## config.mk

```make
export PLATFORM = sky130hd
export DESIGN_NAME = store_merge
export DESIGN_NICKNAME = d
export VERILOG_FILES = /design/src/rtl/store_merge.sv
export SDC_FILE = /design/constraint.sdc
export NUM_CORES = 1
export LEC_CHECK = 0
export ABC_AREA = 1
export BUFFER_PORTS_ARGS = -buffer_cell sky130_fd_sc_hd__clkbuf_2
export CAP_MARGIN = 20
export CORE_MARGIN = 5
export CORE_UTILIZATION = 45
export CTS_CLUSTER_SIZE = 10
export DETAILED_ROUTE_END_ITERATION = 8
export GPL_TIMING_DRIVEN = 0
export HOLD_SLACK_MARGIN = 0.06
export PLACE_DENSITY = 0.71
export SKIP_LAST_GASP = 1
export SLEW_MARGIN = 5
export SYNTH_ARGS = -nofsm -noshare
export SYNTH_HDL_FRONTEND = slang
export SYNTH_SLANG_ARGS = --single-unit
export TNS_END_PERCENT = 20
```

## constraint.sdc

```tcl
create_clock -name clk -period 4.9 [get_ports clk]
set_input_delay 0.735 -clock clk [delete_from_list [all_inputs] [get_ports clk]]
set_output_delay 0.735 -clock clk [all_outputs]
set_load 0.05 [all_outputs]
```

## src/rtl/store_merge.sv

```systemverilog
// Sub-word store engine: word stores write straight through, half/byte stores read-modify-write the containing word.
// Latency: word 2 cycles, half/byte 4 cycles, misaligned 1 cycle to done; req is ignored while busy.
module store_merge #(
  parameter int ADDR_W = 32
) (
  input  logic              clk,
  input  logic              rst,
  input  logic              req,
  input  logic [ADDR_W-1:0] addr,
  input  logic [31:0]       wdata,
  input  logic [1:0]        SC_CS,
  input  logic [31:0]       mem_rdata,
  output logic [ADDR_W-1:0] mem_addr,
  output logic              mem_re,
  output logic              mem_we,
  output logic [31:0]       mem_wdata,
  output logic              busy,
  output logic              done,
  output logic              err
);

  typedef enum logic [2:0] {IDLE, READ, RDWAIT, WRITE, DONE} state_t;

  localparam logic [1:0] SZ_HALF = 2'b01;
  localparam logic [1:0] SZ_BYTE = 2'b10;

  state_t            r_state;
  state_t            w_next;
  logic [ADDR_W-1:0] r_addr;
  logic [31:0]       r_wdata;
  logic [1:0]        r_size;
  logic              r_mis;
  logic [31:0]       r_merged;

  logic              w_in_half;
  logic              w_in_byte;
  logic              w_in_mis;
  logic              w_rmw;
  logic [ADDR_W-1:0] w_addr_al;
  logic [31:0]       w_merged;

  // Size 2'b11 falls into the word path, so it shares the word alignment rule.
  assign w_in_half = (SC_CS == SZ_HALF);
  assign w_in_byte = (SC_CS == SZ_BYTE);
  assign w_in_mis  = (w_in_half && addr[0]) ||
                     (!w_in_half && !w_in_byte && (addr[1:0] != 2'b00));

  assign w_rmw     = (r_size == SZ_HALF) || (r_size == SZ_BYTE);
  assign w_addr_al = {r_addr[ADDR_W-1:2], 2'b00};

  always_comb begin
    w_merged = mem_rdata;
    if (r_size == SZ_BYTE) begin
      w_merged[{r_addr[1:0], 3'b000} +: 8] = r_wdata[7:0];
    end else if (r_size == SZ_HALF) begin
      if (r_addr[1]) w_merged[31:16] = r_wdata[15:0];
      else           w_merged[15:0]  = r_wdata[15:0];
    end
  end

  always_ff @(posedge clk) begin
    if (rst) r_state <= IDLE;
    else     r_state <= w_next;
  end

  always_ff @(posedge clk) begin
    if (rst) begin
      r_addr   <= '0;
      r_wdata  <= '0;
      r_size   <= '0;
      r_mis    <= 1'b0;
      r_merged <= '0;
    end else begin
      if (r_state == IDLE && req) begin
        r_addr  <= addr;
        r_wdata <= wdata;
        r_size  <= SC_CS;
        r_mis   <= w_in_mis;
      end
      if (r_state == RDWAIT) r_merged <= w_merged;
    end
  end

  always_comb begin
    w_next    = r_state;
    mem_addr  = '0;
    mem_re    = 1'b0;
    mem_we    = 1'b0;
    mem_wdata = '0;
    busy      = 1'b1;
    done      = 1'b0;
    err       = 1'b0;
    case (r_state)
      IDLE: begin
        busy = 1'b0;
        if (req) begin
          if (w_in_mis)                   w_next = DONE;
          else if (w_in_half || w_in_byte) w_next = READ;
          else                             w_next = WRITE;
        end
      end
      READ: begin
        mem_re   = 1'b1;
        mem_addr = w_addr_al;
        w_next   = RDWAIT;
      end
      RDWAIT: begin
        w_next = WRITE;
      end
      WRITE: begin
        mem_we    = 1'b1;
        mem_addr  = w_addr_al;
        mem_wdata = w_rmw ? r_merged : r_wdata;
        w_next    = DONE;
      end
      DONE: begin
        done   = 1'b1;
        err    = r_mis;
        w_next = IDLE;
      end
      default: w_next = IDLE;
    endcase
  end

endmodule
```

==> out/qor.csv <==
stage,metric,value,unit
floorplanning,die_w,122,um
routing,routedWlPerCell,15.0,um
pwr,p_comb_share,32.9,%
pwr,p_int,1660,uW
cts,cts_buffers,9,
routing,ant_nets,0,
setup_path,worstPathArrival,2.28,ns
pwr,clock_power_share,28.5,%
synth,syn_area_per_cell,6.73,um^2
layout,area_growth,23.9,%
cts,cts-root-buf,clkbuf_16,
sta,fin_crit_sh,61.6,%
pwr,net-switching-power,979,uW
sta,rsz0062_at_grt,no,
cts,cts_resized,0,
routing,via_per_inst,5.03,
synth,ys_ff_latch,102,
sta,hold_violations,0,
sta,worst_hold_slack,0.454,ns
sta,final.min_clock_period,3.02,ns
pwr,leakage,0.00352,uW
setup_path,worstSetupEndpointType,primary output,
synth,synth_warnings,0,
global_route,track_usage,24.3,%
pwr,switching_share,37.1,%
synth,netlist_area,5660,um^2
global_route,first_global_vias,5823,
placement,dpl.hpwl,13800,um
setup_path,critPathMaxFanout,10,
setup_path,critPathTopFamily,buffers and inverters,
synth,synth_area_leaders,"dfxtp_1, nand2_1, a21oi_1, inv_1, o21ai_0",
floorplanning,coreArea,12500,um^2
floorplanning,pin_count,170,
setup_path,cp-start-kind,flop,
setup_path,crit_required,4.16,ns
cts,cts-htree-levels,3,
sta,slew-limit-headroom,56.8,%
setup_path,crit_path_frequent_cell,inv_1,
setup_path,cpMaxStageDelayCell,mux2_2,
floorplanning,rows,41,
synth,syn_inst,841,
cts,post-cts-setup-buffers,0,
cts,clkTransAtPathRegs,0.07,ns
setup_path,path_buf_inv,5,
sta,report.final.slew_viol_count,0,
routing,drcViolationCount,0,
worst_hold_path,hold_class,reg2reg,
synth,synth_edf_count,0,
synth,synthArstFlopShare,0,%
synth,synth_top_area_share,36.1,%
placement,io_buffers,165,
global_route,antenna_found_initial,0,
sta,timing.fmax,331,MHz
flow_run,cap_violations,0,
global_route,grt_pass1_wl,28800,um
routing,first_pass_iters,7,
floorplanning,initial_core_util,45.4,%
cts,cts.sinks,102,
setup_path,max_stage_delay,0.37,ns
setup_path,critical_path.cell_chain,inv_1 > ha_1 > clkbuf_1 > buf_2 > mux2_2 > nand2_1 > inv_1 > clkbuf_2,
layout,final_util,56.2,%
synth,ys_seq_area_share,36.1,%
sta,worst_slew_pin_slew,0.648,ns
layout,drive_gt1_share,24.5,%
floorplanning,die_area,14900,um^2
pwr,power_density,376,nW/um^2
synth,ys.flop_type,dfxtp_1,
pwr,p_seq_share,38.7,%
routing,drt_iter0_markers,382,
cts,postCtsHoldBufs,0,
cts,clock_latency,0.35,ns
floorplanning,die_h,122,um
sta,setup_viol,0,
routing,vias,6008,
global_route,grt_max_degree,18,
cts,cts_tree,built,
run_status,status,completed,
pwr,irDropWorstVdd,0.000257,V
cts,clock_tree.buffer_depth,2,
layout,diodes,0,
layout,fin_nets,1127,
sta,finalClockSkew,0.00874,ns
synth,ys_types,25,
sta,tns,0,ns
global_route,grt-ovfl-total,0,
routing,drt-total-wl,17900,um
placement,gp_congestion,0.952,
setup_path,crit_type,reg2out,
synth,yosysTopAreaCell,dfxtp_1,
[per-stage QoR]
step	instances	power, uW	area [um^2]	setup WS [ns]
finish	1195	2640	7010	1.88
global placement	1179	1890	6700	2.22
global route	1195	2790	7010	1.70
CTS	1195	2640	7010	1.82
detailed placement	1179	1900	6700	2.20
floorplan	842	1640	5660	2.45
[state kept, by name (all words and copies together) (netlist names)]
register,flops
r_addr,32
r_merged,32
r_mis,1
r_size,2
r_state,3
r_wdata,32
[synthesized netlist by cell type, types with 2 or more instances]
library cell,count
ha_1,8
buf_4,6
mux2_2,24
inv_2,4
buf_1,3
inv_1,101
nor2_1,51
o21ai_1,7
nand3_1,65
buf_2,28
buf_6,3
nand2_1,184
clkinv_1,4
o211ai_1,17
nor3_4,2
dfxtp_1,102
mux2_1,8
a21oi_1,134
o21ai_0,68
clkbuf_1,17
[worst paths after layout]
check	start	endpoint	slack, ns	cells past startpoint
min	r_addr[4]	r_addr[4]	0.45	2
max reg2reg	r_addr[1]	r_merged[15]	2.57	9
max	r_size[0]	mem_wdata[1]	1.88	8
min reg2reg	r_addr[4]	r_addr[4]	0.45	2
[placed cells by master (no fill, tap or decap), drive strengths merged, types with 2 or more instances in the layout]
master and instances:
nand2 186, o211ai 17, clkbuf 192, nand3 65, mux2 32, nor2 52, nor3 3, clkinv 6
ha 8, inv 106, a21oi 134, buf 40, clkinvlp 2, o21ai 75, dfxtp 102, conb 2
[kinds of logic (layout without fill, tap and decap cells)]
logic type / count (synthesis) / in the layout / share of synthesized area (%)
DFF: 102 / 102 / 36.1
other: 1 / 2 / 0.0663
adders and majority gates: 8 / 8 / 1.77
and+or+nand+nor: 306 / 306 / 22.5
muxes: 32 / 32 / 6.37
AOI/OAI and AO/OA: 226 / 226 / 20.7
buffers and inverters: 166 / 347 / 12.4
[power groups by stage]
stage	Clock, uW	Sequential, uW	Combinational (uW)
final	751	1020	866
after global routing	789	1030	969
after CTS	755	1020	867
after detailed placement	0	1040	863
after floorplan	0	1010	632
after global placement	0	1030	857
[per-layer routing]
layer	global-route usage (%)	up-vias	share of wire, %
met5	0	-	0
met3	5.66	23	7.6
met2	41.0	231	47
met4	6.65	0	1.8
met1	31.3	2680	43
li1	-	3074	-
[worst register-to-register path, delay by kind of cell (launching register included)]
kind | cells | cell delay, ns
adder cells (fa/ha/maj) | 1 | 0.25
AND/OR/NAND/NOR | 4 | 0.80
flip-flops | 1 | 0.36
buffers and inverters | 3 | 0.75
AO/OA/AOI/OAI | 1 | 0.11
[final cells by class]
cell class | instances | area [um^2]
Clock buffer | 10 | 239
Tap cell | 172 | 215
Sequential cell | 102 | 2040
Multi-Input combinational cell | 574 | 2920
Buffer | 57 | 294
Fill cell | 1297 | 5460
Clock inverter | 6 | 70.1
Timing Repair Buffer | 165 | 826
Inverter | 109 | 409
No activity file was read; power rests on OpenSTA's default activity.
